===== src/rtl/ex_alu_unit.sv =====
// Execute-stage ALU: single-cycle ops registered in one edge, MUL via an
// iterative 32-step shift-add multiplier that stalls upstream while busy.
module ex_alu_unit #(
    parameter int unsigned DATA_W  = 32,
    parameter int unsigned SHAMT_W = 5
) (
    input  logic               clk_i,
    input  logic               rst_i,
    input  logic               valid_i,
    input  logic               flush_i,
    input  logic [4:0]         ALUCtrl_i,
    input  logic [DATA_W-1:0]  src1_i,
    input  logic [DATA_W-1:0]  src2_i,
    input  logic [SHAMT_W-1:0] shamt_i,
    output logic [DATA_W-1:0]  result_o,
    output logic               zero_o,
    output logic               valid_o,
    output logic               stall_o
);

    localparam logic [4:0] OP_AND  = 5'b00000;
    localparam logic [4:0] OP_OR   = 5'b00001;
    localparam logic [4:0] OP_ADD  = 5'b00010;
    localparam logic [4:0] OP_MUL  = 5'b00011;
    localparam logic [4:0] OP_SLL  = 5'b00101;
    localparam logic [4:0] OP_SUB  = 5'b00110;
    localparam logic [4:0] OP_SLT  = 5'b00111;
    localparam logic [4:0] OP_ORI  = 5'b01100;
    localparam logic [4:0] OP_LUI  = 5'b01101;
    localparam logic [4:0] OP_BNE  = 5'b01110;
    localparam logic [4:0] OP_SRL  = 5'b01111;
    localparam logic [4:0] OP_JR   = 5'b10001;
    localparam logic [4:0] OP_JUMP = 5'b10100;
    localparam logic [4:0] OP_BGT  = 5'b10101;
    localparam logic [4:0] OP_BNEZ = 5'b10110;
    localparam logic [4:0] OP_BGEZ = 5'b10111;
    localparam logic [4:0] OP_JAL  = 5'b11000;

    typedef enum logic [1:0] {
        S_IDLE,
        S_MUL,
        S_DONE
    } state_t;

    state_t              state_q, state_d;
    logic [DATA_W-1:0]   mcand_q, mplier_q, acc_q;
    logic [DATA_W-1:0]   acc_next;
    logic [SHAMT_W-1:0]  count_q;
    logic [DATA_W-1:0]   alu_res;
    logic                start_mul;
    logic                last_step;

    assign start_mul = valid_i && (ALUCtrl_i == OP_MUL);
    assign last_step = (count_q == '1);
    assign acc_next  = mplier_q[0] ? (acc_q + mcand_q) : acc_q;

    // Single-cycle operation decode (wrap-around arithmetic)
    always_comb begin
        alu_res = '0;
        case (ALUCtrl_i)
            OP_AND:  alu_res = src1_i & src2_i;
            OP_OR:   alu_res = src1_i | src2_i;
            OP_ADD:  alu_res = src1_i + src2_i;
            OP_SUB:  alu_res = src1_i - src2_i;
            OP_SLT:  alu_res = {{(DATA_W-1){1'b0}}, ($signed(src1_i) < $signed(src2_i))};
            OP_SLL:  alu_res = src2_i << shamt_i;
            OP_SRL:  alu_res = src2_i >> shamt_i;
            OP_LUI:  alu_res = {src2_i[15:0], 16'b0};
            OP_ORI:  alu_res = src1_i | {16'b0, src2_i[15:0]};
            OP_BNE:  alu_res = src1_i - src2_i;
            OP_BGT:  alu_res = {{(DATA_W-1){1'b0}}, ($signed(src1_i) > $signed(src2_i))};
            OP_BNEZ: alu_res = src1_i;
            OP_BGEZ: alu_res = {{(DATA_W-1){1'b0}}, ~src1_i[DATA_W-1]};
            OP_JR:   alu_res = src1_i;
            OP_JUMP: alu_res = src1_i;
            OP_JAL:  alu_res = src2_i;
            default: alu_res = '0;
        endcase
    end

    // Next-state logic; flush always returns to IDLE
    always_comb begin
        state_d = state_q;
        case (state_q)
            S_IDLE:  if (start_mul) state_d = S_MUL;
            S_MUL:   if (last_step) state_d = S_DONE;
            S_DONE:  state_d = S_IDLE;
            default: state_d = S_IDLE;
        endcase
        if (flush_i) state_d = S_IDLE;
    end

    // Upstream must hold ID/EX while a MUL is being accepted or iterating
    always_comb begin
        stall_o = !flush_i && (((state_q == S_IDLE) && start_mul) || (state_q == S_MUL));
    end

    // State, multiplier datapath and registered outputs
    always_ff @(posedge clk_i) begin
        if (!rst_i) begin
            state_q  <= S_IDLE;
            count_q  <= '0;
            mcand_q  <= '0;
            mplier_q <= '0;
            acc_q    <= '0;
            result_o <= '0;
            zero_o   <= 1'b0;
            valid_o  <= 1'b0;
        end else begin
            state_q <= state_d;
            if (flush_i) begin
                count_q <= '0;
                valid_o <= 1'b0;
            end else begin
                case (state_q)
                    S_IDLE: begin
                        if (start_mul) begin
                            mcand_q  <= src1_i;
                            mplier_q <= src2_i;
                            acc_q    <= '0;
                            count_q  <= '0;
                            valid_o  <= 1'b0;
                        end else if (valid_i) begin
                            result_o <= alu_res;
                            zero_o   <= (alu_res == '0);
                            valid_o  <= 1'b1;
                        end else begin
                            valid_o  <= 1'b0;
                        end
                    end
                    S_MUL: begin
                        acc_q    <= acc_next;
                        mcand_q  <= mcand_q << 1;
                        mplier_q <= mplier_q >> 1;
                        count_q  <= count_q + 1'b1;
                        // The final step's sum goes straight to the output
                        if (last_step) begin
                            result_o <= acc_next;
                            zero_o   <= (acc_next == '0);
                            valid_o  <= 1'b1;
                        end
                    end
                    default: begin
                        valid_o <= 1'b0;
                    end
                endcase
            end
        end
    end

endmodule


===== config.mk =====
export PLATFORM = sky130hd
export DESIGN_NAME = ex_alu_unit
export DESIGN_NICKNAME = d
export VERILOG_FILES = /design/src/rtl/ex_alu_unit.sv
export SDC_FILE = /design/constraint.sdc
export NUM_CORES = 1
export LEC_CHECK = 0
export CAP_MARGIN = 20
export CELL_PAD_IN_SITES_DETAIL_PLACEMENT = 1
export CELL_PAD_IN_SITES_GLOBAL_PLACEMENT = 2
export CORE_ASPECT_RATIO = 1.2
export CORE_MARGIN = 8
export CORE_UTILIZATION = 30
export CTS_CLUSTER_SIZE = 14
export DETAILED_ROUTE_END_ITERATION = 7
export PLACE_DENSITY_LB_ADDON = 0.1
export SETUP_SLACK_MARGIN = 0.5
export SLEW_MARGIN = 20
export SYNTH_ARGS = -nofsm -noshare
export SYNTH_HDL_FRONTEND = slang
export SYNTH_SLANG_ARGS = --single-unit

===== constraint.sdc =====
create_clock -name clk_i -period 4.8 [get_ports clk_i]
set_input_delay 0.48 -clock clk_i [delete_from_list [all_inputs] [get_ports clk_i]]
set_output_delay 0.48 -clock clk_i [all_outputs]
set_load 0.02 [all_outputs]

Word level (Yosys, flattened, before mapping)
Cells that the tools add are included.
- flip-flop bits (word level): 137
- logic and storage cells: 86
- add/sub/neg operators: 4
- magnitude comparators: 2
- equality and inequality tests: 22
- shifts and indexed selects: 2
- multiplexer cells: 25
- bitwise gates (word level): 6
- reduce and logical (&&, ||, !) cells: 17
- operator list (cell ; count):
    one-hot mux 32 bit (13 select lines) ; 1
    one-hot mux 32 bit (2 select lines) ; 4
    2-to-1 mux 32 bit ; 7
    adder 32 bit ; 2
    logical NOT 32 bit ; 2
    equality test 5 bit (second input constant) ; 7
    bitwise AND 32 bit ; 1
    > comparator 32 bit ; 1
    less-than comparator 32 bit ; 1
    OR 32 x 16 -> 32 bit ; 1
    OR 32 bit ; 1
    left shift 32 x 5 -> 32 bit ; 1
    right shift 32 x 5 -> 32 bit ; 1
    subtractor 32 bit ; 1
    equality test 5 x 4 -> 1 bit (second input constant) ; 4
    equality test 5 x 3 -> 1 bit (second input constant) ; 3
    equality test 5 x 2 -> 1 bit (second input constant) ; 2
    one-hot mux 5 bit (2 select lines) ; 1
    != test 2 bit (second input constant) ; 4
    2-to-1 mux 1 bit ; 6
    adder 5 x 1 -> 5 bit (second input constant) ; 1
    equality test 5 x 1 -> 1 bit (second input constant) ; 1
    logical NOT 5 bit ; 1
    2-to-1 mux 5 bit ; 1
    15 further kinds ; 23

Logic depth before layout (Yosys ltp)
Gate-level depths: netlist of run 1.
- depth in word-level cells: 7
- depth in mapped cells: 17
- depth with buffers taken out: 15

Least setup slack after synthesis of run 1
OpenSTA, ideal clock, no wires.
- path type: input -> register
- start: in src2_i[9]
- end: reg zero_o
- setup time: 0.058 ns
- arrival: 3.599 ns
- data required time: 4.742 ns
- setup slack: 1.143 ns
- stages: 15
- path buffers: 2
- cells stage by stage: clkbuf_1 -> inv_1 -> ha_1 -> buf_6 -> or3_4 -> nor4b_2 -> o31a_2 -> o31ai_2 -> a31o_4 -> or3_1 -> a211oi_1 -> a21o_1 -> o41ai_1 -> nor4_2 -> a211o_1
- cells in the longest elaborated chain, start to end: 6
- elaborated cells on any way between the ends: 14
- ends and longest elaborated chain (element ; line ; text):
    start: declaration ; 13 ; input logic [DATA_W-1:0] src2_i,
    subtractor 32 bit (tied with other cells) ; 64, 70 ;
    one-hot mux 32 bit (13 select lines) (*) ; 60 ; case (ALUCtrl_i)
    logical NOT 32 bit (*) ; 125 ; zero_o <= (alu_res == '0);
    2-to-1 mux 1 bit (*) ; 123 ; end else if (valid_i) begin
    2-to-1 mux 1 bit (*) ; 117 ; if (start_mul) begin
    one-hot mux 1 bit (2 select lines) (*) ; 115 ; case (state_q)
    end signal: assignment ; 125 ;
    end signal: assignment ; 139 ; zero_o <= (acc_next == '0);
    end: declaration ; 16 ; output logic zero_o,
Mark *: on every way between the ends. The rest lies on a longest branch, timed or not. The select of a mux whose other input is x is not followed.
A chain may end at the register's enable or synchronous reset.

Worst setup path after layout of run 1
- start: in shamt_i[3]
- end: reg zero_o
- cells in the longest elaborated chain, start to end: 6
- elaborated cells on any way between the ends: 7
- ends and longest elaborated chain (element ; line ; text):
    start: declaration ; 14 ; input logic [SHAMT_W-1:0] shamt_i,
    right shift 32 x 5 -> 32 bit or left shift 32 x 5 -> 32 bit (tied branches) ; 67, 66 ;
    one-hot mux 32 bit (13 select lines) (*) ; 60 ;
    logical NOT 32 bit (*) ; 125 ;
    2-to-1 mux 1 bit (*) ; 123 ;
    2-to-1 mux 1 bit (*) ; 117 ;
    one-hot mux 1 bit (2 select lines) (*) ; 115 ;
Marked as above.

==> results of run 1 <==
[per-stage QoR]
stage          hold WS, ns  power (uW)  utilization, %  instance area, um^2
2_1_floorplan       0.4412        2137               -                18240
3_3_place_gp        0.4475        2960           35.67                21560
3_5_place_dp        0.4515        2967           35.67                21560
4_1_cts             0.4605        4449           36.93                22320
5_1_grt             0.4863        4680           37.79                22840
6_report            0.4562        4514           37.79                22840
[layout by cell type (no fill, tap or decap), types with 67 or more instances in the layout]
cell type and n:
a21oi_1 146, buf_4 279, clkdlybuf4s50_1 82, dfxtp_1 136, ha_1 118, inv_1 98, mux2i_1 67, nand2_1 283
nor2_1 168, o211a_1 71, o211ai_1 111, o21ai_0 104
[logic make-up after synthesis]
logic type	count (synthesis)	share of synthesized area (%)
AOI/OAI and AO/OA	810	32.25
buffers and inverters	321	7.504
adders and majority gates	135	9.383
xor gates and xnor gates	47	2.257
muxes	162	12.96
and+or+nand+nor	779	20.62
DFF	137	15.04
[cell usage after synthesis, types with 48 or more instances]
master and number:
inv_1 112, dfxtp_1 137, mux4_2 54, nand2_1 284
o211a_1 71, o211ai_1 111, a21oi_1 150, ha_1 132
nor2_1 175, nand3_1 48, o21ai_0 108, mux2i_1 70
clkbuf_1 132
[metal layers]
| metal | part of all wire, % | wire length, um | GRT usage (%) |
|---|---|---|---|
| met5 | 0 | 0 | 0 |
| met3 | 4.5 | 4726 | 2.965 |
| met4 | 4.8 | 5104 | 12.55 |
| met2 | 48 | 50760 | 50.60 |
| met1 | 43 | 44940 | 37.76 |
[registers in the layout, summed over array words and instances, names as in the netlist]
name      count
result_o     32
mplier_q     32
zero_o        1
state_q       2
count_q       5
valid_o       1
mcand_q      32
acc_q        32
[power breakdown]
part / total, uW / leakage [uW] / internal (uW) / switching (uW)
logic: 1880 / 0.00845 / 725 / 1160
clock network: 1460 / 0.000295 / 866 / 593
registers: 1170 / 0.00111 / 1160 / 13.8
[how the worst max path moves through the flow]
stage,startpoint,endpoint,slack [ns],cells after the start
2_1_floorplan,src2_i[9],zero_o,1.14,15
3_3_place_gp,src2_i[22],zero_o,-0.46,16
3_5_place_dp,src2_i[22],zero_o,-0.41,16
4_1_cts,src1_i[12],zero_o,0.50,16
5_1_grt,src1_i[21],zero_o,0.50,17
6_report,shamt_i[3],zero_o,0.63,14
[final cells by class]
type / count / area [um^2] / share of cell area, %
tap: 808 / 1011 / 4.426
sequential: 137 / 2744 / 12.01
clock inverter: 12 / 163.9 / 0.7176
clock buffer: 20 / 466.7 / 2.043
multi-input combinational: 1933 / 14600 / 63.94
timing repair buffer: 398 / 3416 / 14.95
inverter: 115 / 436.7 / 1.912
[timing repair]
| action | CTS | global route |
|---|---|---|
| setup endpoints to repair | 3 | 4 |
| pin swaps | 7 | 23 |
| gates resized for setup | 22 | 114 |
| setup buffers | 4 | 11 |
[worst max-delay path, cell delays in order]
cell	delay, ns
buf_2	0.51
buf_4	0.47
nor2_1	0.36
nand3_1	0.32
o2111ai_1	0.17
a211oi_1	0.32
o211ai_1	0.32
nor3b_2	0.35
nand4_1	0.25
nor4_2	0.30
buf_4	0.14
nand4_1	0.10
nor4_2	0.28
a211o_1	0.15
==> results.cfg, run 1 <==
[timing]
finalSetupViolCount = 0
fmax_ghz = 0.2397
finalSetupTns_ns = 0
tightestPinTransition_ns = 1.196
slew_headroom_pct = 19.97
fin_crit_ns = 4.172
skew_ns = 0.01571
post-route-period-util_pct = 86.92
rsz0062_at_grt = no
drv_slew = 0
fin_ws_ns = 0.6279
hold_violations = 0

[synth]
synth_top_area_cell = dfxtp_1
syn_inst = 2391
ys_async_sr_fraction_pct = 0
syn_area_um2 = 18240
synth-edff-count = 0
synth_top_area_share_pct = 15.04
synth_area_per_cell_um2 = 7.629
ys_ff_latch = 137
ys_seq_area_share_pct = 15.04
yosysUniqueCellTypes = 106
yosys_warnings = 0
synthFlopType = dfxtp_1
syn-num-nets = 2604
synth.area.top_cells = dfxtp_1, ha_1, mux4_2

[drt]
routed_wl_um = 105500
avgViaCountPerCell = 6.047
drt_first_pass_iters = 5
drt_iter0_markers = 1510
dr_total_vias = 20700
drc_errors = 0
avgRoutedWirePerCell_um = 30.83
ant_nets = 0

[final_layout]
drive_gt1_share_pct = 20.76
stdcell_count = 3423
num_antenna_cells = 0
area.growth.synth_to_final_pct = 25.22
num-fill-cells = 7358
final_nets = 2815

[grt]
gr-usage-all-layers_pct = 29.70
grt_pass1_wl_um = 151300
grt_max_degree = 73
overflow = 0
grt_pass1_vias = 21400
antenna_found_initial = 0

[floorplan]
start_util_pct = 30.18
die_w_um = 241.1
core_um2 = 60450
dieHeight_um = 286.1
ioPinCount = 113
die-area_um2 = 68980
rows = 99

[clock_tree]
cts_tree = yes
clock-sinks = 137
cts-hold-fix-buffers = 0
path_clk_slew_ns = 0.06
cts_buffers = 17
clock-root-buffer = clkbuf_16
htreeDepth = 4
clockBufferDepth = 2
clk-insertion-delay-late_ns = 0.44

[worst_setup_path]
cp-start-kind = primary input
reg2reg_from = mcand_q[0]
critical_path_required_ns = 5.18
crit_arrival_ns = 4.55
rr_worst_depth = 15
critPathMaxFanout = 29
reg2reg_slack_ns = 0.65
crit_path_end_kind = register
regToRegEndpoint = zero_o
critical_path_class = in2reg

[power]
power_density_nw_per_um2 = 197.6
ir_drop_mv = 0.2447
power.leakage_uw = 0.009849

[placed_design]
dp_slack_ns = -0.4055
portBuffers = 112
gp_congestion = 0.9991
place_hpwl_um = 86710
dp_cells = 3376

[min_path]
hp-start = result_o[25]
worstHoldPathCells = 2
worstHoldEndpoint = result_o[25]
hp-class = reg2reg

[status]
status = complete, no violations

[run]
max-cap-violations = 0
No activity file was read; power rests on OpenSTA's default activity.
==> inputs of run 2 (changes only) <==
--- a/config.mk
+++ b/config.mk
@@ -9,7 +9,7 @@
 export CELL_PAD_IN_SITES_DETAIL_PLACEMENT = 1
 export CELL_PAD_IN_SITES_GLOBAL_PLACEMENT = 2
 export CORE_ASPECT_RATIO = 1.2
-export CORE_MARGIN = 8
+export CORE_MARGIN = 2
 export CORE_UTILIZATION = 30
 export CTS_CLUSTER_SIZE = 14
 export DETAILED_ROUTE_END_ITERATION = 7
==> run 2 against run 1 <==
Critical path depth grew 2. Sequential cell count is the same. Maximum frequency shrank 0.93%. Die area shrank 9.0%. Critical endpoint unchanged. Routed wire length shrank 1.7%. Largest power group unchanged. Non-clock buffer count shrank 48. Global-route usage grew 2.7 points.
==> results.cfg, run 2 (same netlist as run 1, synthesis figures left out) <==
[floorplan]
ioPinCount = 113
dieHeight_um = 274.1
rows = 99
die-area_um2 = 62800
core_um2 = 60450
die_w_um = 229.1
start_util_pct = 30.18

[timing]
tightestPinTransition_ns = 1.060
skew_ns = 0.01798
finalSetupTns_ns = 0
post-route-period-util_pct = 87.73
rsz0062_at_grt = yes
hold_ws_ns = 0.4499
drv_slew = 0
fmax_ghz = 0.2375
fin_crit_ns = 4.211
fin_ws_ns = 0.5889
hold_violations = 0
finalSetupViolCount = 0
slew_headroom_pct = 29.09

[placed_design]
gp_congestion = 1.010
dp_slack_ns = -0.4056
dp_cells = 3342
portBuffers = 112
place_hpwl_um = 84100

[drt]
routed_wl_um = 103800
drt_first_pass_iters = 7
dr_total_vias = 20470
avgRoutedWirePerCell_um = 30.75
drt_iter0_markers = 1384
drc_errors = 0
ant_nets = 0
avgViaCountPerCell = 6.065

[run]
max-cap-violations = 0

[grt]
overflow = 0
gr-usage-all-layers_pct = 32.39
grt_max_degree = 86
grt_pass1_vias = 20970
antenna_found_initial = 1
grt_pass1_wl_um = 149600

[power]
power_density_nw_per_um2 = 198.8
power.share.clock_pct = 32.5
ir_drop_mv = 0.2636
seq_power_share_pct = 26.7
p_sw_uw = 1701
power.leakage_uw = 0.009375
fin_total_pwr_uw = 4386
share_comb_of_total_power_pct = 40.9
swShare_pct = 38.79
p_int_uw = 2684

[worst_setup_path]
critical_path_required_ns = 5.19
cpMostUsedCell = a21oi_1
reg2reg_slack_ns = 0.60
critPathMaxFanout = 7
crit_chain = clkdlybuf4s50_1 > inv_1 > ha_1 > buf_4 > nand4_1 > a21oi_1 > a21oi_2 > o22ai_1 > nor2_1 > nor3_1 > and3_1 > nor4_1 > a21oi_1 > nand2_1 > nor4_2 > a211o_1
critical_path_class = in2reg
cp-start-kind = primary input
cpMaxStageDelayCell = clkdlybuf4s50_1
rr_worst_depth = 13
path_buf_inv = 3
cpLargestDelayFamily = simple AND/OR/NAND/NOR gates
crit_path_max_incr_delay_ns = 0.65
crit_arrival_ns = 4.60
crit_path_end_kind = register
regToRegEndpoint = zero_o
reg2reg_from = mcand_q[0]

[clock_tree]
path_clk_slew_ns = 0.07
clockBufferDepth = 2
cts-hold-fix-buffers = 0
cts_tree = yes
clk-insertion-delay-late_ns = 0.45
cts_buffers = 17
htreeDepth = 4
clock-root-buffer = clkbuf_16
clock-sinks = 137

[final_layout]
final_cell_mix = nand2_1, buf_4, nor2_1, a21oi_1, dfxtp_1
final_nets = 2767
drive_gt1_share_pct = 16.80
layout_commonest_cell = nand2_1
area.growth.synth_to_final_pct = 20.96
stdcell_count = 3375

[status]
status = complete, no violations

[min_path]
worstHoldPathCells = 2
worstHoldEndpoint = result_o[25]
hp-class = reg2reg
hp-start = result_o[25]
==> run 2: power groups by stage <==
stage | clock (uW) | combinational, uW | sequential, uW
after floorplan | 0 | 929 | 1210
after global placement | 0 | 1740 | 1190
after detailed placement | 0 | 1740 | 1200
after CTS | 1460 | 1750 | 1170
after global routing | 1490 | 1890 | 1170
final | 1420 | 1790 | 1170
==> run 2: timing repair <==
action                     in CTS  in global routing
pin swaps                       1                  1
setup buffers                   0                  1
gates resized for setup        14                 18
setup endpoints to repair       1                  4
gates cloned                    0                  0
==> run 2: worst min-delay path, delay by kind of cell (launching register included) <==
kind / cells / cell delay [ns]
simple gates: 1 / 0.05
compound gates: 1 / 0.05
flops: 1 / 0.31
==> run 2: metrics by stage <==
stage,area (um^2),utilization [%]
after floorplan,18240,-
after CTS,21990,36.38
after global placement,21350,35.32
after global routing,22060,36.50
final,22060,36.50
after detailed placement,21350,35.32
==> run 2: worst max path at each step <==
stage	startpoint	to	slack (ns)	depth (start not counted)
6_report	src1_i[13]	zero_o	0.59	16
3_5_place_dp	src2_i[22]	zero_o	-0.41	16
3_3_place_gp	src2_i[22]	zero_o	-0.61	16
5_1_grt	src1_i[6]	zero_o	0.41	19
4_1_cts	src2_i[6]	zero_o	0.51	18
2_1_floorplan	src2_i[9]	zero_o	1.14	15
==> run 2: metal layers <==
metal	track usage [%]	share of wire (%)	up-vias
li1	-	-	9302
met1	41.15	43	10360
met2	55.35	48	653
met3	2.777	3.8	155
met4	15.57	5.2	0
met5	0	0	-
==> run 2: layout make-up <==
class | count | area, um^2
repair buffers | 350 | 3013
fillers | 7413 | 38380
well taps | 808 | 1011
flip-flops and latches | 137 | 2744
clock buffers | 25 | 485.5
inverters | 115 | 434.2
multi-input cells | 1933 | 14260
diodes | 1 | 2.502
clock inverters | 6 | 113.9
